**src/rtl/bg_mosaic_hold.sv**
```systemverilog
// Per-BG horizontal mosaic pixel hold plus registered, mosaic-adjusted line numbers.
// Define MOSAIC_YOFS_EN to build the vertical line-offset subtraction; otherwise bg_yofs mirrors vcount.
module bg_mosaic_hold (
   input  logic        clk,
   input  logic        reset,
   input  logic        dot_en,
   input  logic        period_start,
   input  logic        pixel_strobe,
   input  logic [3:0]  yofs_subtract,
   input  logic [3:0]  mosaic_en,
   input  logic [8:0]  vcount,
   input  logic [35:0] bg_pix_in,
   output logic [35:0] bg_pix_out,
   output logic [35:0] bg_yofs
);

   logic [35:0] pix_q;
   logic [35:0] yofs_q;
   logic [35:0] yofs_next;

`ifdef MOSAIC_YOFS_EN
   logic [8:0] ys_ext;
   logic [8:0] vcount_adj;

   // Clamp at zero so the top lines of a mosaic block never wrap to the bottom of the frame.
   always_comb begin
      ys_ext     = {5'd0, yofs_subtract};
      vcount_adj = (ys_ext > vcount) ? 9'd0 : (vcount - ys_ext);
      yofs_next  = '0;
      for (int n = 0; n < 4; n++) begin
         yofs_next[9*n +: 9] = mosaic_en[n] ? vcount_adj : vcount;
      end
   end
`else
   logic unused_yofs_subtract;
   assign unused_yofs_subtract = ^yofs_subtract;

   always_comb begin
      yofs_next = '0;
      for (int n = 0; n < 4; n++) begin
         yofs_next[9*n +: 9] = vcount;
      end
   end
`endif

   // period_start forces a capture so a line never starts with the previous line's held pixel.
   always_ff @(posedge clk) begin
      if (reset) begin
         pix_q  <= '0;
         yofs_q <= '0;
      end else if (dot_en) begin
         yofs_q <= yofs_next;
         for (int n = 0; n < 4; n++) begin
            if (!mosaic_en[n] || pixel_strobe || period_start) begin
               pix_q[9*n +: 9] <= bg_pix_in[9*n +: 9];
            end
         end
      end
   end

   assign bg_pix_out = pix_q;
   assign bg_yofs    = yofs_q;

endmodule

```
**config.mk**
```make
export PLATFORM = sky130hd
export DESIGN_NAME = bg_mosaic_hold
export DESIGN_NICKNAME = d
export VERILOG_FILES = /design/src/rtl/bg_mosaic_hold.sv
export SDC_FILE = /design/constraint.sdc
export NUM_CORES = 1
export LEC_CHECK = 0
export CORE_MARGIN = 4
export CORE_UTILIZATION = 39
export CTS_BUF_LIST = sky130_fd_sc_hd__clkbuf_4
export DETAILED_ROUTE_END_ITERATION = 10
export PLACE_DENSITY = 0.83
export SLEW_MARGIN = 40
export SYNTH_ARGS = -nofsm -noshare
export SYNTH_HDL_FRONTEND = slang
export SYNTH_SLANG_ARGS = --single-unit
```
**constraint.sdc**
```tcl
create_clock -name clk -period 1.3 [get_ports clk]
set_input_delay 0.325 -clock clk [delete_from_list [all_inputs] [get_ports clk]]
set_output_delay 0.325 -clock clk [all_outputs]
set_load 0.05 [all_outputs]
```
# [Yosys cells after proc, flatten, opt, wreduce, memory -nomap -nowiden]
# Cells that the tools add are included.
[classes] n_reduce_logical=16
[op_table] operator="1-bit logical OR" n=8
[op_table] operator="2-bit AND reduction" n=4
[op_table] operator="1-bit logical NOT" n=4
[totals] regBits=72 input_bits=58 output_inout_bits=72 word_cells=21

# [Longest topological paths before layout]
# Gate-level depths: netlist of run 1.
[logic_depth] word_depth=4 ltp_mapped=4 ltp_nobuf=3

# [Least setup slack after synthesis of run 1]
# OpenSTA, ideal clock, no wires.
[synth_path] path_kind="register to output" from="register bg_yofs[28] (netlist name)" to="output port bg_yofs[10]" t_arrival_ns=0.952 t_required_ns=0.975 slack_ns=0.023 path_stages_with_launch=2 n_path_buf=1 cell_sequence="dfxtp_1 > buf_4"
[synth_rtl] item="to (decl)" line_no="14" source="output logic [35:0] bg_yofs"

==> results.cfg, run 1 <==
[placed_design]
preCtsSetupSlack_ps = -285
gp_congestion = 0.687
io_buffer_count = 125
dp.final_hpwl_um = 4910

[detailed_routing]
vias = 1732
drc = 0
first_pass_iters = 4
wl_um = 6180
antenna_left = 0
wl_per_cell_um = 15.9
drt-initial-drc-count = 19
vias_per_cell = 4.46

[global_routing]
met3_usage_pct = 6.94
grtUsageTotal_pct = 18.1
grtUsageMet2_pct = 35.3
grt_overflow = 0
grt_pass1_wl_um = 9980
busiest_layer = met2
grt_antenna_before_repair = 0
grt_start_max_net_pins = 82
met1_usage_pct = 17.1
grt_pass1_vias = 1898

[yosys]
yosysWarningCount = 0
ys_seq_elements = 45
synthesis.nets = 275
syn_area_per_cell_um2 = 10.1
syn-cell-area_um2 = 2190
seq_area_frac_synth_pct = 41.2
ys_types = 13
synthCells = 217

[floorplan]
core-area_um2 = 5470
row_count = 27
io_pins = 130
die_w_um = 82.9
die-area_um2 = 6870
initial_core_util_pct = 40.0
die_h_um = 82.9

[cts]
numCtsBuffers = 5
clockRootBuffer = clkbuf_4
clock-sinks = 45
clk_pin_slew_ps = 140
cts_tree = built
cts_htree_levels = 2
clock_path_buffers = 2
clk_latency_ps = 340

[sta]
hold_viol_final = 0
slew_viol_final = 0
slew_headroom_pct = 83.8
skew_ps = 0
setup_ws_ps = 14.7
timing.final.crit_share_pct = 98.9
max_freq_mhz = 778
finalSetupViolations = 0
rsz0062_at_grt = true
min_period_ps = 1290
tightestPinTransition_ps = 243

[critical_path]
cp_max_fo = 5
crit_slowest_cell = dfxtp_4
crit_family = flip-flops
critical_path_required_ps = 980
arrival_ps = 960
path_cells = buf_12
path_class = register to output pin
cp-end-kind = output pin
cp_num_buf_inv = 1
critPathMaxStageDelay_ps = 450
critPathLaunchType = register

[pwr]
peakVddDrop_mv = 0.698
powerDensity_nw_per_um2 = 945
power.leakage_nw = 1.72

[final_layout]
fin_util_pct = 76.6
drive_gt1_share_pct = 34.5
nets = 373
n_antenna_cell = 0
syn_to_final_growth_pct = 91.7
fill_cells = 356

[flow_run]
max_cap_violations = 0

[hold_path]
worstHoldPathType = input pin to register

[run_status]
status = finished clean
## Yosys cell counts (all sizes together)
master,instances,area (µm²)
a21boi,4,52.6
dfxtp,45,901
buf,32,251
mux2i,45,450
nand2b,72,450
clkbuf,9,37.5
nor2,10,45.0
## path summary, 6_finish.rpt
check | start | to | slack, ps | cells after the start
max | bg_yofs[29] | bg_yofs[20] | 10 | 1
min | reset | bg_yofs[29] | 420 | 3
max reg2reg | bg_yofs[29] | bg_yofs[29] | 530 | 2
min reg2reg | bg_pix_out[31] | bg_pix_out[31] | 510 | 2
## worst register-to-register path, cell delays in order (launching register included)
cell	delay, ps
dfxtp_4	420
mux2i_1	190
nor2_1	60
## per-stage QoR
stage               hold WS [ps]  power, W  TNS, ps  cell area (µm²)  cells
floorplan                    472   0.00235        0             2190    217
global placement             495   0.00312    -9150             4070    380
detailed placement           504   0.00316   -10700             4070    380
CTS                          416   0.00401    -1.59             4180    388
global route                 431   0.00413     -383             4190    388
finish                       421   0.00396        0             4190    388
## placed cells by master (no fill, tap or decap)
cell / instances
dfxtp_2: 8
dfxtp_1: 28
a21boi_2: 3
clkinv_1: 1
buf_4: 2
clkbuf_4: 5
buf_12: 77
clkinvlp_4: 1
buf_2: 1
mux2i_1: 45
a21boi_4: 1
clkdlybuf4s50_1: 52
nand2b_1: 72
nor2_4: 1
dfxtp_4: 9
nor2_1: 9
bufinv_16: 1
## flip-flops by register name (all words and copies together), names as in the netlist
register    count
bg_yofs         9
bg_pix_out     36
## routing by layer
layer | vias up | part of all wire, % | routed length, µm
li1 | 865 | - | -
met1 | 783 | 34 | 2110
met2 | 74 | 56 | 3450
met3 | 10 | 8.1 | 499
met4 | 0 | 2.0 | 125
met5 | - | 0 | 0
## cell type report
cell class              count  area [µm²]  share of cell area [%]
flip-flops and latches     45         945                    22.5
multi-input cells         131         998                    23.8
clock inverters             3        41.3                   0.984
clock buffers               5        37.5                   0.895
well taps                  72        90.1                    2.15
repair buffers            132        2080                    49.6
## what timing repair did
item | 4_1_cts | 5_1_grt
hold buffers | 0 | 0
cloned | 0 | 0
resized for setup | 18 | 8
setup endpoints to repair | 36 | 44
endpoints found under the hold margin | 0 | 0
buffers inserted | 0 | 0
## power breakdown
part	leakage, nW	switching (W)	internal (W)
logic	1.30	0.000710	0.000806
clock network	0.0389	0.000446	0.000399
registers	0.380	0.000135	0.00147
## kinds of logic (layout without fill, tap and decap cells)
group	Yosys count	in the layout	synth area share (%)
AOI/OAI and AO/OA	4	4	2.40
buffers and inverters	41	140	13.2
DFF	45	45	41.2
muxes	45	45	20.6
and+or+nand+nor	82	82	22.6
Note: power is estimated with default switching activity, not from simulation.
==> run 2, diff against run 1 <==
CORE_UTILIZATION = 42   (was 39)
PLACE_DENSITY = 0.88   (was 0.83)
clock period = 1.5 ns   (was 1.3 ns; I/O delays follow)
==> run 2 against run 1 <==
Effect of this change: flip-flop and latch count did not move; first-iteration DRC count rose by 89%; setup slack improved by 93 ps; clock-buffer cell count rose by 1; combinational power fell by 14%; clock skew did not move; critical path depth did not move; core utilization rose by 4.6 points; die area fell by 6.5%; critical path type unchanged; non-clock buffer count fell by 1; power fell by 18%; largest cell class unchanged; final area fell by 1.7%; largest power group unchanged.
==> results.cfg, run 2 (synthesis results as in run 1) <==
[final_layout]
n_antenna_cell = 0
layout_commonest_cell = buf_12
nets = 372
largest_reg_flops = 36
multi_input_area_um2 = 998
seq_area_um2 = 912
drive_gt1_share_pct = 31.5
fill_cells = 298
most-common-layout-cells = 77 x buf_12, 72 x nand2b_1, 52 x clkdlybuf4s50_1
syn_to_final_growth_pct = 88.3

[cts]
cts_tree = built
clockRootBuffer = clkbuf_4
clock-sinks = 45
cts_htree_levels = 2
numCtsBuffers = 5
clock_path_buffers = 2
clk_latency_ps = 340
clk_pin_slew_ps = 120

[critical_path]
cp_max_fo = 5
cp-end-kind = output pin
critPathLaunchType = register
critical_path_required_ps = 1120
path_class = register to output pin
arrival_ps = 1020
cp_num_buf_inv = 1
critPathMaxStageDelay_ps = 490
crit_family = flip-flops
crit_slowest_cell = dfxtp_2
path_cells = buf_12

[pwr]
power.total_w = 0.00325
power.leakage_nw = 1.70
peakVddDrop_mv = 0.699
swShare_pct = 33.5
pwr-share-comb_pct = 40.3
p_int_w = 0.00216
p_switching_w = 0.00109
powerDensity_nw_per_um2 = 787
p_clk_share_pct = 16.8
seqPwrFrac_pct = 43.0

[sta]
finalSetupViolations = 0
rsz0062_at_grt = false
slew_headroom_pct = 83.6
slew_viol_final = 0
hold_viol_final = 0
fin_tns_setup_ps = 0
skew_ps = 0
min_period_ps = 1390
timing.final.crit_share_pct = 92.8
tightestPinTransition_ps = 245
max_freq_mhz = 718

[detailed_routing]
antenna_left = 0
drc = 0
wl_per_cell_um = 15.7
wl_um = 6020
drt-initial-drc-count = 36
vias = 1731
vias_per_cell = 4.51
first_pass_iters = 2

[global_routing]
grt_pass1_wl_um = 9410
grtUsageTotal_pct = 19.4
grt_start_max_net_pins = 82
grt_pass1_vias = 1881
grt_overflow = 0
grt_antenna_before_repair = 0

[floorplan]
die-area_um2 = 6430
initial_core_util_pct = 43.1
io_pins = 130
die_w_um = 80.2
die_h_um = 80.2
row_count = 26
core-area_um2 = 5070

[placed_design]
gp_congestion = 0.663
dp.final_hpwl_um = 5000
io_buffer_count = 125

[hold_path]
worstHoldPathType = input pin to register

[run_status]
status = finished clean

[flow_run]
max_cap_violations = 0
run 2: cell types whose count changed in the layout (fill, tap and decap cells not counted):
cell | before | now
buf_4 | 2 | 1
bufinv_16 | 1 | 0
clkbuf_4 | 5 | 6
clkinvlp_4 | 1 | 0
dfxtp_1 | 28 | 36
dfxtp_2 | 8 | 9
dfxtp_4 | 9 | 0
run 2: worst paths after layout:
kind                       start        endpoint  slack (ps)  cells after the start
setup / recovery     bg_yofs[34]     bg_yofs[34]         110                      1
hold / removal             reset     bg_yofs[27]         490                      3
setup reg to reg     bg_yofs[26]     bg_yofs[26]         730                      2
hold reg to reg   bg_pix_out[17]  bg_pix_out[17]         520                      2
run 2: power by group through the flow:
| stage | clock (W) | combinational (W) | sequential, W |
|---|---|---|---|
| global route | 0.000623 | 0.00136 | 0.00141 |
| finish | 0.000545 | 0.00131 | 0.00139 |
| detailed placement | 0 | 0.00132 | 0.00142 |
| floorplan | 0 | 0.000420 | 0.00161 |
| global placement | 0 | 0.00129 | 0.00141 |
| CTS | 0.000562 | 0.00132 | 0.00140 |
run 2: final cells by class:
cell class	count	area share, %
Tap cell	70	2.13
Sequential cell	45	22.1
Timing Repair Buffer	131	50.3
Clock buffer	6	1.09
Multi-Input combinational cell	131	24.2
Clock inverter	1	0.0911
run 2: timing repair:
item                                    CTS  global route
gates resized for setup                   9             0
hold buffers                              0             0
endpoints found under the setup margin   36             0
setup buffers                             0             0
run 2: metal layers:
layer | global-route usage [%] | vias up | wire [µm]
li1 | - | 859 | -
met1 | 16.6 | 803 | 1920
met2 | 41.1 | 60 | 3590
met3 | 6.84 | 9 | 404
met4 | 4.73 | 0 | 106
met5 | 0 | - | 0
run 2: through the flow:
step                cells  util (%)  instance area [µm²]  setup WS, ps  hold WS [ps]
floorplan             217         -                 2190           173           522
global placement      377      80.0                 4060         -64.6           495
CTS                   384      81.2                 4120          93.4           484
finish                384      81.2                 4120           108           485
detailed placement    377      80.0                 4060          -127           500
global route          384      81.2                 4120          46.7           490
==> run 3, diff against run 2 <==
CORE_ASPECT_RATIO = 2   (was default)
==> run 3 against run 2 <==
Effect of this change: highest routed layer unchanged; via count rose by 2.4%; critical endpoint is now bg_yofs[0]; sequential share of layout area fell by 0.080 points; worst hold slack improved by 8.6 ps; final cell count fell by 2.9%.
==> results.cfg, run 3 (synthesis results as in run 1) <==
[run_status]
status = finished clean

[final_layout]
drive_gt1_share_pct = 31.7
final_area_um2 = 4140
seq_area_um2 = 912
syn_to_final_growth_pct = 89.0
layout_commonest_cell = buf_12
largest_reg_flops = 36
nets = 372
fill_cells = 295
multi_input_area_um2 = 998
most-common-layout-cells = 77 x buf_12, 72 x nand2b_1, 52 x clkdlybuf4s50_1
fin_util_pct = 81.2
n_antenna_cell = 0

[critical_path]
critPathLaunchType = register
cp-end-kind = output pin
critPathMaxStageDelay_ps = 500
critical_path_required_ps = 1120
cp_num_buf_inv = 1
path_class = register to output pin
cp_max_fo = 5
crit_family = flip-flops
path_depth = 1
crit_slowest_cell = dfxtp_2
r2r_cells = 2
arrival_ps = 1010
path_cells = buf_12

[placed_design]
preCtsSetupSlack_ps = -122
dp.final_hpwl_um = 5170
gp_congestion = 0.738
io_buffer_count = 125
place_area_um2 = 4050

[sta]
tightestPinTransition_ps = 252
rsz0062_at_grt = false
max_freq_mhz = 720
min_period_ps = 1390
finalSetupViolations = 0
timing.final.crit_share_pct = 92.7
slew_headroom_pct = 83.2
slew_viol_final = 0
hold_viol_final = 0
skew_ps = 0
setup_ws_ps = 110

[global_routing]
grt_antenna_before_repair = 0
grt_pass1_wl_um = 9520
grt_overflow = 0
grt_pass1_vias = 1872
grtUsageTotal_pct = 19.5
grt_start_max_net_pins = 82

[floorplan]
row_count = 37
io_pins = 130
die-area_um2 = 6500
initial_core_util_pct = 43.0
die_w_um = 59.0
die_h_um = 110
core-area_um2 = 5090

[pwr]
powerDensity_nw_per_um2 = 833
p_clk_share_pct = 21.4
swShare_pct = 32.2
power.leakage_nw = 1.71
pwr-share-comb_pct = 38.1
power.total_w = 0.00344
seqPwrFrac_pct = 40.5
peakVddDrop_mv = 0.795
p_int_w = 0.00234
p_switching_w = 0.00111

[cts]
clk_pin_slew_ps = 130
clockRootBuffer = clkbuf_4
cts_hold_buf = 0
numCtsBuffers = 5
clk_latency_ps = 340
clock_path_buffers = 2
postCtsSetupBuffers = 0
cts_htree_levels = 2
clock-sinks = 45
cts_tree = built

[detailed_routing]
drt-initial-drc-count = 43
wl_per_cell_um = 16.8
vias = 1772
antenna_left = 0
vias_per_cell = 4.75
wl_um = 6250
drc = 0
first_pass_iters = 4

[hold_path]
holdPathStages = 3
worstHoldPathType = input pin to register

[flow_run]
max_cap_violations = 0
## run 3: final cells by class
class	count	share of cell area [%]
Timing Repair Buffer	131	50.2
Multi-Input combinational cell	131	24.1
Sequential cell	45	22.1
Tap cell	58	1.75
Clock buffer	6	1.09
Clock inverter	2	0.817
## run 3: worst paths after layout
path,from,endpoint,slack [ps]
max,bg_yofs[27],bg_yofs[0],110
min,reset,bg_yofs[31],490
max reg2reg,bg_yofs[30],bg_yofs[30],700
min reg2reg,bg_pix_out[34],bg_pix_out[34],520
## run 3: timing repair
item	CTS	global route
endpoints found under the hold margin	0	0
setup endpoints to repair	36	0
resized for setup	9	0
## run 3: power by group through the flow
stage / Clock [W] / Combinational [W] / Sequential (W)
6_report: 0.000738 / 0.00131 / 0.00139
5_1_grt: 0.000827 / 0.00136 / 0.00141
4_1_cts: 0.000765 / 0.00133 / 0.00140
3_5_place_dp: 0 / 0.00132 / 0.00142
3_3_place_gp: 0 / 0.00130 / 0.00141
2_1_floorplan: 0 / 0.000420 / 0.00161
## run 3: stage by stage
step,std cells,TNS [ps],hold slack [ps]
after global placement,365,-1410,494
after global routing,373,0,487
after CTS,373,0,484
final,373,0,494
after detailed placement,365,-3090,500
after floorplan,217,0,522
## run 3: routing by layer
| metal | track usage [%] | vias up | part of all wire, % |
|---|---|---|---|
| li1 | - | 861 | - |
| met1 | 18.1 | 827 | 31 |
| met2 | 39.2 | 72 | 61 |
| met3 | 3.96 | 12 | 4.9 |
| met4 | 7.46 | 0 | 3.1 |
| met5 | 0 | - | 0 |
